**src/rtl/mc_defs.sv**
```systemverilog
// Shared definitions for the multi-cycle MIPS controller: state encoding,
// opcode/func values, datapath mux codes and the decoded instruction class.
package mc_defs;

    typedef enum logic [2:0] {
        FETCH  = 3'd0,
        DECODE = 3'd1,
        EXEC   = 3'd2,
        MEM    = 3'd3,
        WB     = 3'd4,
        MDWAIT = 3'd5
    } state_t;

    localparam logic [5:0] OP_RTYPE = 6'h00;
    localparam logic [5:0] OP_J     = 6'h02;
    localparam logic [5:0] OP_JAL   = 6'h03;
    localparam logic [5:0] OP_BEQ   = 6'h04;
    localparam logic [5:0] OP_ORI   = 6'h0D;
    localparam logic [5:0] OP_LUI   = 6'h0F;
    localparam logic [5:0] OP_LW    = 6'h23;
    localparam logic [5:0] OP_SW    = 6'h2B;

    localparam logic [5:0] FN_JR    = 6'h08;
    localparam logic [5:0] FN_MFHI  = 6'h10;
    localparam logic [5:0] FN_MFLO  = 6'h12;
    localparam logic [5:0] FN_MULT  = 6'h18;
    localparam logic [5:0] FN_MULTU = 6'h19;
    localparam logic [5:0] FN_DIV   = 6'h1A;
    localparam logic [5:0] FN_DIVU  = 6'h1B;
    localparam logic [5:0] FN_ADDU  = 6'h21;
    localparam logic [5:0] FN_SUBU  = 6'h23;

    localparam logic [2:0] ALU_ADD = 3'd0;
    localparam logic [2:0] ALU_SUB = 3'd1;
    localparam logic [2:0] ALU_OR  = 3'd3;

    localparam logic [1:0] EXT_SIGN      = 2'd0;
    localparam logic [1:0] EXT_ZERO      = 2'd1;
    localparam logic [1:0] EXT_SIGN_SHL2 = 2'd2;
    localparam logic [1:0] EXT_HIGH      = 2'd3;

    localparam logic [1:0] NPC_PC4    = 2'd0;
    localparam logic [1:0] NPC_BRANCH = 2'd1;
    localparam logic [1:0] NPC_JUMP   = 2'd2;
    localparam logic [1:0] NPC_REG    = 2'd3;

    localparam logic [1:0] M2R_DM   = 2'd0;
    localparam logic [1:0] M2R_ALU  = 2'd1;
    localparam logic [1:0] M2R_PC   = 2'd2;
    localparam logic [1:0] M2R_HILO = 2'd3;

    localparam logic [1:0] MD_MULT  = 2'd0;
    localparam logic [1:0] MD_MULTU = 2'd1;
    localparam logic [1:0] MD_DIV   = 2'd2;
    localparam logic [1:0] MD_DIVU  = 2'd3;

    // Exactly one field is set for any instruction word.
    typedef struct packed {
        logic addu;
        logic subu;
        logic ori;
        logic lui;
        logic lw;
        logic sw;
        logic beq;
        logic j;
        logic jal;
        logic jr;
        logic mult;
        logic multu;
        logic div;
        logic divu;
        logic mfhi;
        logic mflo;
        logic illegal;
    } instrClass_t;

    function automatic int maxOf3(input int a, input int b, input int c);
        int m;
        m = (a > b) ? a : b;
        return (m > c) ? m : c;
    endfunction

endpackage

```
**src/rtl/mc_decode.sv**
```systemverilog
// Combinational instruction decoder: IR word -> one-hot instruction class
// plus the datapath mux controls, which are independent of FSM state.
module mc_decode
    import mc_defs::*;
(
    input  logic [31:0]  instr,
    output instrClass_t  cls,
    output logic [1:0]   extOp,
    output logic [2:0]   aluOp,
    output logic         aluB,
    output logic [1:0]   memToReg,
    output logic         hiLoSel,
    output logic [1:0]   mdOp,
    output logic [4:0]   grfWriteAddr
);

    logic [5:0] op;
    logic [5:0] fn;
    logic [4:0] rt;
    logic [4:0] rd;
    logic       unusedBits;

    assign op = instr[31:26];
    assign fn = instr[5:0];
    assign rt = instr[20:16];
    assign rd = instr[15:11];
    assign unusedBits = ^{instr[25:21], instr[10:6]};

    always_comb begin
        cls = '0;
        case (op)
            OP_RTYPE: begin
                case (fn)
                    FN_ADDU:  cls.addu  = 1'b1;
                    FN_SUBU:  cls.subu  = 1'b1;
                    FN_JR:    cls.jr    = 1'b1;
                    FN_MULT:  cls.mult  = 1'b1;
                    FN_MULTU: cls.multu = 1'b1;
                    FN_DIV:   cls.div   = 1'b1;
                    FN_DIVU:  cls.divu  = 1'b1;
                    FN_MFHI:  cls.mfhi  = 1'b1;
                    FN_MFLO:  cls.mflo  = 1'b1;
                    default:  cls.illegal = 1'b1;
                endcase
            end
            OP_ORI:  cls.ori = 1'b1;
            OP_LUI:  cls.lui = 1'b1;
            OP_LW:   cls.lw  = 1'b1;
            OP_SW:   cls.sw  = 1'b1;
            OP_BEQ:  cls.beq = 1'b1;
            OP_J:    cls.j   = 1'b1;
            OP_JAL:  cls.jal = 1'b1;
            default: cls.illegal = 1'b1;
        endcase
    end

    always_comb begin
        extOp        = EXT_SIGN;
        aluOp        = ALU_ADD;
        aluB         = 1'b0;
        memToReg     = M2R_ALU;
        hiLoSel      = cls.mfhi;
        mdOp         = MD_MULT;
        grfWriteAddr = 5'd0;

        if (cls.ori)      extOp = EXT_ZERO;
        else if (cls.lui) extOp = EXT_HIGH;
        else if (cls.beq) extOp = EXT_SIGN_SHL2;

        if (cls.subu || cls.beq) aluOp = ALU_SUB;
        else if (cls.ori)        aluOp = ALU_OR;

        // lui adds the shifted immediate to $0, so it also takes the EXT path.
        aluB = cls.ori | cls.lui | cls.lw | cls.sw;

        if (cls.lw)                    memToReg = M2R_DM;
        else if (cls.mfhi | cls.mflo)  memToReg = M2R_HILO;
        else if (cls.jal)              memToReg = M2R_PC;

        if (cls.multu)     mdOp = MD_MULTU;
        else if (cls.div)  mdOp = MD_DIV;
        else if (cls.divu) mdOp = MD_DIVU;

        if (cls.addu | cls.subu | cls.mfhi | cls.mflo) grfWriteAddr = rd;
        else if (cls.ori | cls.lw | cls.lui)          grfWriteAddr = rt;
        else if (cls.jal)                             grfWriteAddr = 5'd31;
    end

endmodule

```
**src/rtl/mc_ctrl_fsm.sv**
```systemverilog
// Multi-cycle MIPS main controller: Moore FSM sequencing PC, IR, GRF, ALU, DM
// and the mult/div unit, with a shared down-counter for MEM and MDWAIT timing.
//
//  state  | meaning
//  FETCH  | load IR, PC <= PC+4
//  DECODE | resolve j/jal/jr, flag illegal words
//  EXEC   | ALU op, branch resolve, mult/div launch
//  MEM    | DM access after MEM_WAIT wait cycles
//  WB     | register file write
//  MDWAIT | hold while mult/div unit computes
module mc_ctrl_fsm
    import mc_defs::*;
#(
    parameter int MULT_CYCLES = 5,
    parameter int DIV_CYCLES  = 10,
    parameter int MEM_WAIT    = 0
) (
    input  logic        clk,
    input  logic        reset,
    input  logic [31:0] instr,
    input  logic        zero,
    output logic        pcWE,
    output logic [1:0]  npcSel,
    output logic        irWE,
    output logic        grfWE,
    output logic [4:0]  grfWriteAddr,
    output logic [1:0]  extOp,
    output logic [2:0]  aluOp,
    output logic        aluB,
    output logic [1:0]  memToReg,
    output logic        hiLoSel,
    output logic        dmWE,
    output logic        mdStart,
    output logic [1:0]  mdOp,
    output logic        busy,
    output logic        illegal
);

    localparam int CNT_W = $clog2(maxOf3(MULT_CYCLES, DIV_CYCLES, MEM_WAIT) + 1);
    localparam logic [CNT_W-1:0] MULT_LOAD = CNT_W'(MULT_CYCLES - 1);
    localparam logic [CNT_W-1:0] DIV_LOAD  = CNT_W'(DIV_CYCLES - 1);
    localparam logic [CNT_W-1:0] MEM_LOAD  = CNT_W'(MEM_WAIT);

    state_t           state;
    state_t           stateNext;
    logic [CNT_W-1:0] cnt;
    logic [CNT_W-1:0] cntNext;
    instrClass_t      cls;
    logic             aluClass;
    logic             mdClass;

    mc_decode uDecode (
        .instr        (instr),
        .cls          (cls),
        .extOp        (extOp),
        .aluOp        (aluOp),
        .aluB         (aluB),
        .memToReg     (memToReg),
        .hiLoSel      (hiLoSel),
        .mdOp         (mdOp),
        .grfWriteAddr (grfWriteAddr)
    );

    assign aluClass = cls.addu | cls.subu | cls.ori | cls.lui | cls.mfhi | cls.mflo;
    assign mdClass  = cls.mult | cls.multu | cls.div | cls.divu;

    always_ff @(posedge clk) begin
        if (reset) begin
            state <= FETCH;
            cnt   <= '0;
        end else begin
            state <= stateNext;
            cnt   <= cntNext;
        end
    end

    always_comb begin
        stateNext = state;
        cntNext   = cnt;
        pcWE      = 1'b0;
        npcSel    = NPC_PC4;
        irWE      = 1'b0;
        grfWE     = 1'b0;
        dmWE      = 1'b0;
        mdStart   = 1'b0;
        busy      = 1'b0;
        illegal   = 1'b0;

        case (state)
            FETCH: begin
                irWE      = 1'b1;
                pcWE      = 1'b1;
                stateNext = DECODE;
            end
            DECODE: begin
                stateNext = FETCH;
                if (cls.j || cls.jal) begin
                    pcWE   = 1'b1;
                    npcSel = NPC_JUMP;
                    grfWE  = cls.jal;
                end else if (cls.jr) begin
                    pcWE   = 1'b1;
                    npcSel = NPC_REG;
                end else if (cls.illegal) begin
                    illegal = 1'b1;
                end else begin
                    stateNext = EXEC;
                end
            end
            EXEC: begin
                stateNext = FETCH;
                if (cls.lw || cls.sw) begin
                    cntNext   = MEM_LOAD;
                    stateNext = MEM;
                end else if (cls.beq) begin
                    pcWE   = zero;
                    npcSel = NPC_BRANCH;
                end else if (mdClass) begin
                    mdStart   = 1'b1;
                    cntNext   = (cls.mult || cls.multu) ? MULT_LOAD : DIV_LOAD;
                    stateNext = MDWAIT;
                end else if (aluClass) begin
                    stateNext = WB;
                end
            end
            MEM: begin
                if (cnt != '0) begin
                    busy    = 1'b1;
                    cntNext = cnt - 1'b1;
                end else if (cls.sw) begin
                    dmWE      = 1'b1;
                    stateNext = FETCH;
                end else begin
                    stateNext = WB;
                end
            end
            WB: begin
                grfWE     = 1'b1;
                stateNext = FETCH;
            end
            MDWAIT: begin
                busy = 1'b1;
                if (cnt == '0) stateNext = FETCH;
                else           cntNext   = cnt - 1'b1;
            end
            default: stateNext = FETCH;
        endcase

        // Enables must stay quiet while reset is held, whatever state we left.
        if (reset) begin
            pcWE    = 1'b0;
            irWE    = 1'b0;
            grfWE   = 1'b0;
            dmWE    = 1'b0;
            mdStart = 1'b0;
            busy    = 1'b0;
            illegal = 1'b0;
        end
    end

endmodule

```
**config.mk**
```make
export PLATFORM = sky130hd
export DESIGN_NAME = mc_ctrl_fsm
export DESIGN_NICKNAME = d
export VERILOG_FILES = /design/src/rtl/mc_defs.sv /design/src/rtl/mc_decode.sv /design/src/rtl/mc_ctrl_fsm.sv
export SDC_FILE = /design/constraint.sdc
export NUM_CORES = 1
export LEC_CHECK = 0
export BUFFER_PORTS_ARGS = -buffer_cell sky130_fd_sc_hd__buf_4
export CAP_MARGIN = 20
export CELL_PAD_IN_SITES_DETAIL_PLACEMENT = 2
export CELL_PAD_IN_SITES_GLOBAL_PLACEMENT = 2
export CORE_UTILIZATION = 22
export CTS_CLUSTER_SIZE = 24
export DETAILED_ROUTE_END_ITERATION = 7
export PLACE_DENSITY = 0.78
export SYNTH_ARGS = -nofsm -noshare
export SYNTH_HDL_FRONTEND = slang
export SYNTH_SLANG_ARGS = --single-unit
```
**constraint.sdc**
```tcl
create_clock -name clk -period 1.8 [get_ports clk]
set_input_delay 0.09 -clock clk [delete_from_list [all_inputs] [get_ports clk]]
set_output_delay 0.09 -clock clk [all_outputs]
set_load 0.05 [all_outputs]
```
==> metrics.yaml <==
ios: 60
yosys.area_share.simple_pct: 51.87
grt_overflow: 0
synth_seq_area_share_pct: 13.11
p_sw_mw: 0.2200
final_cells: 256
critPathLaunchType: "flop"
synth_top_area_share_pct: 13.11
crit_chain: "buf_4 -> nand2b_4 -> or3_4 -> nor3b_4 -> buf_6"
rows: 24
netlist_top_cells_area: "dfxtp_1, nor2_1, nand2_1, a22oi_1, mux2i_1"
synth_flop_cell: "dfxtp_1"
postSynth.asyncResetShare_pct: 0
status: "finished, final reports clean"
synth_edf_count: 0
hold_viol_final: 0
synth-xor-area-share_pct: 0.8197
nets: 241
fp.dieH_um: 71.69
fin_tns_setup_ns: 0
cp_top_family: "simple AND/OR/NAND/NOR gates"
synthAdderAreaFrac_pct: 1.171
rsz0062_at_grt: "false"
cts_tree: "done"
place_inst: 251
synth_top_family_by_area: "simple AND/OR/NAND/NOR gates"
start_util_pct: 23.72
synth.largest_area_cell: "dfxtp_1"
vias_per_cell: 5.410
yosys_warnings: 0
cts.htree.levels: 1
p_leak_nw: 0.7407
nFillCells: 539
layout-drive-gt1-share_pct: 49.02
hpwl_mm: 3.622
p_seq_share_pct: 26.3
max_stage_delay_ns: 0.41
synth_seq_cells: 7
final_cell_area_um2: 1710
max_cap_violations: 0
antenna_found_initial: 0
power_mw: 0.6313
fmax_mhz: 573.7
worstPathMaxFanout: 4
first_pass_iters: 5
p_sw_share_pct: 34.86
final_util_pct: 37.97
cts_sinks: 7
post-route-min-period_ns: 1.743
power_density_nw_per_um2: 369.1
io_buffers: 48
hp-class: "in2reg"
criticalPathCategory: "reg2out"
cts_root_buf: "clkbuf_8"
grt_pass1_wl_mm: 7.479
setup_slack_ns: 0.05680
drc: 0
timing.final.max_slew_violations: 0
post_drt_wl_per_cell_um: 17.52
clk_pin_slew_worst_paths_ns: 0.04
cts_buffers: 3
diodes: 0
fp.dieW_um: 71.69
clkLatencyLatePin_ns: 0.23
syn-instance-count: 148
syn_nets: 184
grt_max_degree: 14
routabilityCongestion: 0.7931
worstPathArrival_ns: 1.65
syn2layout_area_growth_pct: 60.07
drt_wl_total_mm: 4.486
clockPowerShare_pct: 35.5
synth.avg_cell_area_um2: 7.220
peakVddDrop_uv: 166.3
holdWs_ns: 0.1674
yosysUniqueCellTypes: 53
track_usage_pct: 18.21
synth-compound-area-share_pct: 21.90
clock_path_buffers: 2
dpl-instance-area_um2: 1593
dp_slack_ns: 0.01649
fin_worst_skew_ns: 0.004801
muxShareOfSynthArea_pct: 3.747
p_comb_share_pct: 38.2
dieArea_um2: 5139
worst_ep_required_time_ns: 1.71
worst_setup_path_end_kind: "primary output"
vias: 1385
first_iter_violations: 30
p_int_mw: 0.4113
setup_viol: 0
synth_area_um2: 1069
crit_buf_inv: 2
ctsHoldBuffers: 0
grt_pass1_vias: 1529
final_antenna_net_count: 0
finalCritPeriodShare_pct: 96.84
fp.coreArea_um2: 4504
critPathSlowestCell: "or3_4"
flip-flops by register name, indices dropped and copies added, names as in the netlist:
signal	cells
cnt	4
state	3
worst paths after layout:
| path | startpoint | depth (start not counted) | end | slack [ns] |
|---|---|---|---|---|
| max | state[1] | 5 | illegal | 0.06 |
| min reg2reg | cnt[1] | 2 | cnt[1] | 0.53 |
| max reg2reg | cnt[0] | 8 | cnt[1] | 0.13 |
| min | reset | 2 | cnt[0] | 0.17 |
synthesized netlist by cell type (all sizes together), types with 2 or more instances:
cell type and instances:
nor2 16, or3 2, or4 2, nor4 6, nor2b 6, nand3b 5
and3 2, inv 6, a211oi 2, o32ai 2, o211ai 2, mux2i 4
nand4 3, nand3 6, o22ai 2, clkbuf 4, nand2 14, nor3 5
a21oi 7, buf 4, o21ai 4, and2 6, a22oi 6, nor3b 4
nand2b 6, dfxtp 7, or2b 2
logic make-up after synthesis:
| family | Yosys count |
|---|---|
| other | 1 |
| adder cells (fa/ha/maj) | 1 |
| AND/OR/NAND/NOR | 88 |
| buffers and inverters | 14 |
| multiplexers | 4 |
| XOR/XNOR | 1 |
| flip-flops | 7 |
| AO/OA/AOI/OAI | 32 |
routing by layer:
metal / routed length, um / track usage (%) / part of all wire (%)
met1: 1936 / 22.34 / 43
met5: 0 / 0 / 0
met2: 2389 / 34.38 / 53
met3: 142 / 2.672 / 3.2
met4: 18 / 1.961 / 0.40
placed cells by master, fill, tap and decap left out, drive strengths merged, types with 3 or more instances in the layout:
cell type,count
inv,6
nor2,16
nand3b,5
nor3,5
dfxtp,7
nor3b,4
nand3,6
clkbuf,4
o21ai,4
nand2b,6
a21oi,7
and2,6
mux2i,4
buf,60
nand2,14
a22oi,6
nand4,3
nor4,6
nor2b,6
power groups by stage:
stage / sequential, mW / clock (mW) / combinational [mW]
after floorplan: 0.163 / 0 / 0.138
after global placement: 0.166 / 0 / 0.223
after detailed placement: 0.167 / 0 / 0.232
after CTS: 0.164 / 0.230 / 0.237
after global routing: 0.166 / 0.240 / 0.258
final: 0.166 / 0.224 / 0.241
layout make-up:
type | count | area, um2 | area share [%]
Multi-Input combinational cell | 127 | 974.7 | 56.99
Timing Repair Buffer | 60 | 457.9 | 26.77
Sequential cell | 7 | 145.1 | 8.486
Tap cell | 52 | 65.06 | 3.804
Clock buffer | 4 | 45.04 | 2.634
Inverter | 6 | 22.52 | 1.317
timing repair:
action	4_1_cts	5_1_grt
endpoints found under the setup margin	4	6
setup buffers	1	0
resized for setup	10	9
pin swaps	1	3
(Power assumes the default switching activity.)
